## config.mk

```make
export PLATFORM = sky130hd
export DESIGN_NAME = ps2_key_event_queue
export DESIGN_NICKNAME = d
export VERILOG_FILES = /design/src/rtl/ps2_key_event_queue.sv
export SDC_FILE = /design/constraint.sdc
export NUM_CORES = 1
export LEC_CHECK = 0
export ABC_CLOCK_PERIOD_IN_PS = 3640
export BUFFER_PORTS_ARGS = -buffer_cell sky130_fd_sc_hd__buf_2
export CAP_MARGIN = 20
export CORE_MARGIN = 2
export CORE_UTILIZATION = 50
export CTS_CLUSTER_SIZE = 24
export DETAILED_ROUTE_END_ITERATION = 16
export PLACE_DENSITY = 0.68
export SYNTH_ARGS = -nofsm -noshare
export SYNTH_HDL_FRONTEND = slang
export SYNTH_SLANG_ARGS = --single-unit
```

## constraint.sdc

```tcl
create_clock -name clk_in -period 3.64 [get_ports clk_in]
set_clock_uncertainty 0.2 [all_clocks]
set_input_delay 0.182 -clock clk_in [delete_from_list [all_inputs] [get_ports clk_in]]
set_output_delay 0.182 -clock clk_in [all_outputs]
set_load 0.02 [all_outputs]
```

## src/rtl/ps2_key_event_queue.sv

```systemverilog
// PS/2 scancode decoder feeding a small event FIFO: turns raw set-2 bytes into
// make events tagged with extension and modifier state, with optional repeat suppression.
module ps2_key_event_queue #(
   parameter int SUPPRESS_REPEAT = 1,
   parameter int FIFO_DEPTH      = 4
) (
   input  logic       clk_in,
   input  logic       rst_n_in,
   input  logic [7:0] byte_in,
   input  logic       byte_valid_in,
   output logic       evt_valid_out,
   input  logic       evt_ready_in,
   output logic [7:0] evt_code_out,
   output logic       evt_ext_out,
   output logic       evt_shift_out,
   output logic       evt_ctrl_out,
   output logic       evt_enter_out,
   output logic       evt_bksp_out,
   output logic       overflow_out
);

   localparam int PTR_W = (FIFO_DEPTH > 1) ? $clog2(FIFO_DEPTH) : 1;
   localparam int CNT_W = PTR_W + 1;
   localparam logic [CNT_W-1:0] FULL_CNT = CNT_W'(FIFO_DEPTH);

   typedef enum logic [2:0] {S_IDLE, S_E0, S_F0, S_E0F0, S_SKIP} state_t;

   typedef struct packed {
      logic [7:0] code;
      logic       ext;
      logic       shift;
      logic       ctrl;
   } evt_t;

   state_t           state_q, state_d;
   logic [2:0]       skip_q, skip_d;
   logic             shift_l_q, shift_l_d, shift_r_q, shift_r_d;
   logic             ctrl_l_q, ctrl_l_d, ctrl_r_q, ctrl_r_d;
   logic             held_q, held_d, held_ext_q, held_ext_d;
   logic [7:0]       held_code_q, held_code_d;
   logic [PTR_W-1:0] wr_ptr_q, wr_ptr_d, rd_ptr_q, rd_ptr_d;
   logic [CNT_W-1:0] cnt_q, cnt_d;
   logic             overflow_q, overflow_d;
   evt_t             mem_q [FIFO_DEPTH];

   logic is_prefix, is_ignored, is_fake_shift;
   logic make_vld, brk_vld, key_ext;
   logic is_shift_key, is_ctrl_key, is_mod, repeat_hit;
   logic push, pop, full, push_ok, head_vld;
   evt_t new_evt, head;

   assign is_prefix     = (byte_in == 8'hE0) || (byte_in == 8'hF0) || (byte_in == 8'hE1);
   assign is_ignored    = (byte_in == 8'hAA) || (byte_in == 8'hFA) || (byte_in == 8'hFE) ||
                          (byte_in == 8'hEE) || (byte_in == 8'h00) || (byte_in == 8'hFF);
   assign is_fake_shift = (byte_in == 8'h12) || (byte_in == 8'h59);

   // Decoder state register.
   always_ff @(posedge clk_in or negedge rst_n_in) begin
      if (!rst_n_in) begin
         state_q <= S_IDLE;
         skip_q  <= 3'd0;
      end else begin
         // NOTE: sequential state always uses non-blocking assignment so every flop samples pre-edge values.
         state_q <= state_d;
         skip_q  <= skip_d;
      end
   end

   // Decoder next-state logic.
   always_comb begin
      // NOTE: defaults first so no path through the case leaves a signal unassigned (no latches).
      state_d = state_q;
      skip_d  = skip_q;
      if (byte_valid_in) begin
         case (state_q)
            S_IDLE: begin
               if (byte_in == 8'hE0)      state_d = S_E0;
               else if (byte_in == 8'hF0) state_d = S_F0;
               else if (byte_in == 8'hE1) begin
                  state_d = S_SKIP;
                  skip_d  = 3'd7;
               end
            end
            S_E0:          state_d = (byte_in == 8'hF0) ? S_E0F0 : S_IDLE;
            S_F0, S_E0F0:  state_d = S_IDLE;
            S_SKIP: begin
               skip_d = skip_q - 3'd1;
               if (skip_q <= 3'd1) state_d = S_IDLE;
            end
            default:       state_d = S_IDLE;
         endcase
      end
   end

   // Decoder outputs: one-cycle make/break strobes for the current byte.
   always_comb begin
      make_vld = 1'b0;
      brk_vld  = 1'b0;
      key_ext  = 1'b0;
      if (byte_valid_in) begin
         case (state_q)
            S_IDLE: make_vld = !is_prefix && !is_ignored;
            S_E0: begin
               make_vld = (byte_in != 8'hF0) && !is_fake_shift;
               key_ext  = 1'b1;
            end
            S_F0:   brk_vld = 1'b1;
            S_E0F0: begin
               brk_vld = 1'b1;
               key_ext = 1'b1;
            end
            default: ;
         endcase
      end
   end

   // E0-prefixed 12/59 are fake shifts, so only the plain codes count as shift keys.
   assign is_shift_key = !key_ext && is_fake_shift;
   assign is_ctrl_key  = (byte_in == 8'h14);
   assign is_mod       = is_shift_key || is_ctrl_key;
   assign repeat_hit   = held_q && (held_ext_q == key_ext) && (held_code_q == byte_in);
   assign push         = make_vld && !is_mod && !((SUPPRESS_REPEAT != 0) && repeat_hit);

   always_comb begin
      shift_l_d   = shift_l_q;
      shift_r_d   = shift_r_q;
      ctrl_l_d    = ctrl_l_q;
      ctrl_r_d    = ctrl_r_q;
      held_d      = held_q;
      held_ext_d  = held_ext_q;
      held_code_d = held_code_q;
      if (make_vld || brk_vld) begin
         if (is_shift_key && byte_in == 8'h12) shift_l_d = make_vld;
         if (is_shift_key && byte_in == 8'h59) shift_r_d = make_vld;
         if (is_ctrl_key && !key_ext)          ctrl_l_d  = make_vld;
         if (is_ctrl_key && key_ext)           ctrl_r_d  = make_vld;
      end
      if (make_vld && !is_mod) begin
         held_d      = 1'b1;
         held_ext_d  = key_ext;
         held_code_d = byte_in;
      end else if (brk_vld && repeat_hit) begin
         held_d = 1'b0;
      end
   end

   assign head_vld = (cnt_q != '0);
   assign full     = (cnt_q == FULL_CNT);
   assign pop      = head_vld && evt_ready_in;
   assign push_ok  = push && (!full || pop);
   assign new_evt  = '{code: byte_in, ext: key_ext,
                       shift: shift_l_q | shift_r_q, ctrl: ctrl_l_q | ctrl_r_q};

   always_comb begin
      wr_ptr_d   = wr_ptr_q;
      rd_ptr_d   = rd_ptr_q;
      cnt_d      = cnt_q;
      overflow_d = overflow_q | (push && !push_ok);
      if (push_ok) wr_ptr_d = wr_ptr_q + PTR_W'(1);
      if (pop)     rd_ptr_d = rd_ptr_q + PTR_W'(1);
      case ({push_ok, pop})
         2'b10:   cnt_d = cnt_q + CNT_W'(1);
         2'b01:   cnt_d = cnt_q - CNT_W'(1);
         default: cnt_d = cnt_q;
      endcase
   end

   always_ff @(posedge clk_in or negedge rst_n_in) begin
      if (!rst_n_in) begin
         shift_l_q   <= 1'b0;
         shift_r_q   <= 1'b0;
         ctrl_l_q    <= 1'b0;
         ctrl_r_q    <= 1'b0;
         held_q      <= 1'b0;
         held_ext_q  <= 1'b0;
         held_code_q <= 8'h00;
         wr_ptr_q    <= '0;
         rd_ptr_q    <= '0;
         cnt_q       <= '0;
         overflow_q  <= 1'b0;
      end else begin
         shift_l_q   <= shift_l_d;
         shift_r_q   <= shift_r_d;
         ctrl_l_q    <= ctrl_l_d;
         ctrl_r_q    <= ctrl_r_d;
         held_q      <= held_d;
         held_ext_q  <= held_ext_d;
         held_code_q <= held_code_d;
         wr_ptr_q    <= wr_ptr_d;
         rd_ptr_q    <= rd_ptr_d;
         cnt_q       <= cnt_d;
         overflow_q  <= overflow_d;
      end
   end

   // NOTE: queue storage has no reset; entries are only visible while cnt_q says they are valid.
   always_ff @(posedge clk_in) begin
      if (push_ok) mem_q[wr_ptr_q] <= new_evt;
   end

   // Gating with head_vld keeps every evt_* output at zero while empty or in reset.
   assign head          = mem_q[rd_ptr_q];
   assign evt_valid_out = head_vld;
   assign evt_code_out  = head_vld ? head.code : 8'h00;
   assign evt_ext_out   = head_vld && head.ext;
   assign evt_shift_out = head_vld && head.shift;
   assign evt_ctrl_out  = head_vld && head.ctrl;
   assign evt_enter_out = head_vld && (head.code == 8'h5A);
   assign evt_bksp_out  = head_vld && (head.code == 8'h66);
   assign overflow_out  = overflow_q;

endmodule
```

==> metrics.md <==
| Metric | Value |
|---|---|
| RSZ-0062 raised after global routing | `no` |
| Fin. max-slew vios | `0` |
| Total Wirelength | `approximately 6.4 mm` |
| Final period utilization | `0.881` |
| CP required | `3720 ps` |
| GR Layer Usage met3 | `0.0373` |
| Total Nets Final | `about 310` |
| GRT Residual Overflow | `0` |
| Slew HR | `0.350` |
| First-pass GRT wire length | `~10 mm` |
| Total leakage power | `0.00151 µW` |
| Via/cell ratio | `approximately 5.6` |
| Worst Path Max Fanout | `10` |
| Die Area | `7780 µm²` |
| Vias in the first global route | `~2,100` |
| Gate count of the mapped netlist | `270` |
| Number of H-tree levels | `3` |
| Share of layout cells above drive strength 1 | `0.240` |
| Worst EP arrival | `~3300 ps` |
| Fin crit period | `between 3000 and 4000 ps` |
| Avg WL per Cell | `~16 µm` |
| GR Util met1 | `0.247` |
| Initial Utilization | `0.519` |
| Async set-or-reset flop fraction in the synthesized netlist | `0.389` |
| Reg2reg setup slack | `430 ps` |
| Post-route ant nets | `0` |
| Worst Setup EP | `cnt_q[2]` |
| GRT Total Usage | `0.181` |
| Number of buffers created by CTS | `9` |
| Area of the core | `between 6000 and 7000 µm²` |
| Final Util | `0.579` |
| Largest net degree at the start of global routing | `29` |
| Tightest Hold Check Type | `in2reg` |
| Crit. Startpoint | `byte_valid_in` |
| DRC viols | `0` |
| Initial antenna violation count | `0` |
| Post-CTS Setup Bufs | `0` |
| CTS tree | `done` |
| Number of flops mapped to enable cells by yosys | `44` |
| Startpoint Class | `input port` |
| GR Util met2 | `0.286` |
| Clock root buffer | `clkbuf_8` |
| Max Cap Viol | `0` |
| Worst VDD drop | `0.232 mV` |
| Clock sink total | `between 70 and 80` |
| FMAX | `between 300 and 400 MHz` |
| DRT iter0 DRCs | `approximately 210` |
| Die height | `roughly 88 µm` |
| Syn Area/Cell | `around 13 µm²` |
| Post-DP Area | `roughly 3700 µm²` |
| Syn nets | `between 200 and 300` |
| Synthesized cell area | `around 3500 µm²` |
| Max clock buf depth | `2` |
| Fillers | `about 570` |
| IO buf count | `26` |
| Commonest non-fill, non-tap cells in the layout | `44 x edfxtp_1, 28 x dfrtp_1, 26 x buf_2, 18 x nand2_1, 16 x and2_1` |
| Most used DFF post-synth | `edfxtp_1` |
| Row cnt | `30` |
| Reg2Reg Depth | `9` |
| Worst-path clk slew | `roughly 80 ps` |
| First-pass detailed-route iteration total | `4` |
| Hold-fix buffers, CTS | `2` |
| Ports | `27` |
| Post-synth cell types | `63` |
| Yosys reg bits | `72` |
| Later-pin clock latency in the skew report | `between 300 and 400 ps` |
| Leading cell type in the layout, fill and taps excluded | `edfxtp_1` |
| Diode count | `0` |
| PostCTS Resize Cnt | `0` |
| Syn-to-layout area delta | `11.6%` |
| Tot Pwr | `~2800 µW` |
| Design area | `approximately 4000 µm²` |
| Endpoints failing hold | `0` |
| Reg-to-reg endpoint | `cnt_q[2]` |
| Yosys warns | `0` |
| Final estimated routing congestion in global placement | `just over 0.8` |
| Worst Setup Path Type | `in2reg` |
| Reg2reg start | `state_q[0]` |
| HPWL after DPL | `roughly 4.3 mm` |
| Sum Neg Setup Slack | `0 ps` |
| Run status | `completed` |
| Final setup fails | `0` |
| Die Span X | `88.2 µm` |
| Sequential fraction of the synthesis area | `0.570` |
| Grt peak-use layer | `met2` |
| Pwr dens | `a little under 700 nW/µm²` |
| DR vias | `2,221` |
| Worst Max-Slew Pin Slew | `969 ps` |
| Worst setup EP type | `flop` |
layout make-up:
type / instances / area (µm²) / area share
clock inverter: 6 / 90.1 / 0.0228
multi-input combinational: 171 / 1380 / 0.348
timing repair buffer: 30 / 168 / 0.0424
clock buffer: 10 / 138 / 0.0348
sequential: 72 / 2020 / 0.511
tap: 96 / 120 / 0.0304
inverter: 11 / 41.3 / 0.0104
power breakdown:
| part | internal [µW] | switching [µW] | total (µW) |
|---|---|---|---|
| Combinational | 404 | 478 | 882 |
| Clock | 408 | 306 | 714 |
| Sequential | 1040 | 119 | 1160 |
| Total | 1850 | 903 | 2760 |
worst min path at each step:
stage,startpoint,endpoint,slack (ps),cells after the start
2_1_floorplan,rst_n_in,cnt_q[0],-310,0
3_3_place_gp,rst_n_in,skip_q[1],50,1
3_5_place_dp,rst_n_in,state_q[2],50,1
4_1_cts,byte_in[2],mem_q[0][5],2,1
5_1_grt,byte_in[5],mem_q[2][8],10,1
6_report,byte_in[0],mem_q[1][3],10,1
Yosys cell counts (5+ instances only):
cell type,n,share of area
ha_1,6,0.021
nand3_1,7,0.0099
inv_1,11,0.012
nor3_1,6,0.0085
nand4_1,5,0.0088
xnor2_1,12,0.030
nand2_1,18,0.019
buf_2,8,0.011
mux4_2,11,0.070
edfxtp_1,44,0.37
nor2_1,12,0.013
and2_1,16,0.028
o21ai_0,14,0.020
mux2_2,6,0.019
dfrtp_1,28,0.20
logic make-up (layout without fill, tap and decap cells):
logic type / count (synthesis) / count (layout) / synth area share
compound gates: 42 / 42 / 0.0826
xor+xnor: 14 / 14 / 0.0346
fa+ha+maj: 7 / 7 / 0.0268
buf+inv: 27 / 57 / 0.0409
flops: 72 / 72 / 0.570
mux: 19 / 19 / 0.0949
simple gates: 89 / 89 / 0.150
state kept, by name (all words and copies together), names as in the netlist, 2 cells and up:
signal and cells:
wr_ptr_q 2, skip_q 3, cnt_q 3, held_code_q 8, rd_ptr_q 2, state_q 3, mem_q 44
worst max-delay path, cell delays in order:
cell and delay [ps]:
dlygate4sd3_1 510, buf_2 180, or4b_1 450, a31oi_1 160, o221a_2 240, o211a_1 330
nor2_1 110, fa_1 390, or2b_1 240, or4_1 390, nand3_1 90
per-layer routing:
layer  part of all wire  vias to the layer above
li1                   -                     1062
met1               0.47                     1086
met4              0.016                        0
met3              0.036                       12
met5                  0                        -
met2               0.48                       61
metrics by stage:
| stage | cells | hold slack (ps) | setup slack [ps] |
|---|---|---|---|
| after floorplan | 270 | -314 | 703 |
| after global placement | 377 | 46.3 | 507 |
| after detailed placement | 377 | 50.4 | 475 |
| after CTS | 395 | 1.62 | 457 |
| after global routing | 396 | 13.8 | 286 |
| final | 396 | 11.6 | 433 |
Note: power is estimated with default switching activity, not from simulation.
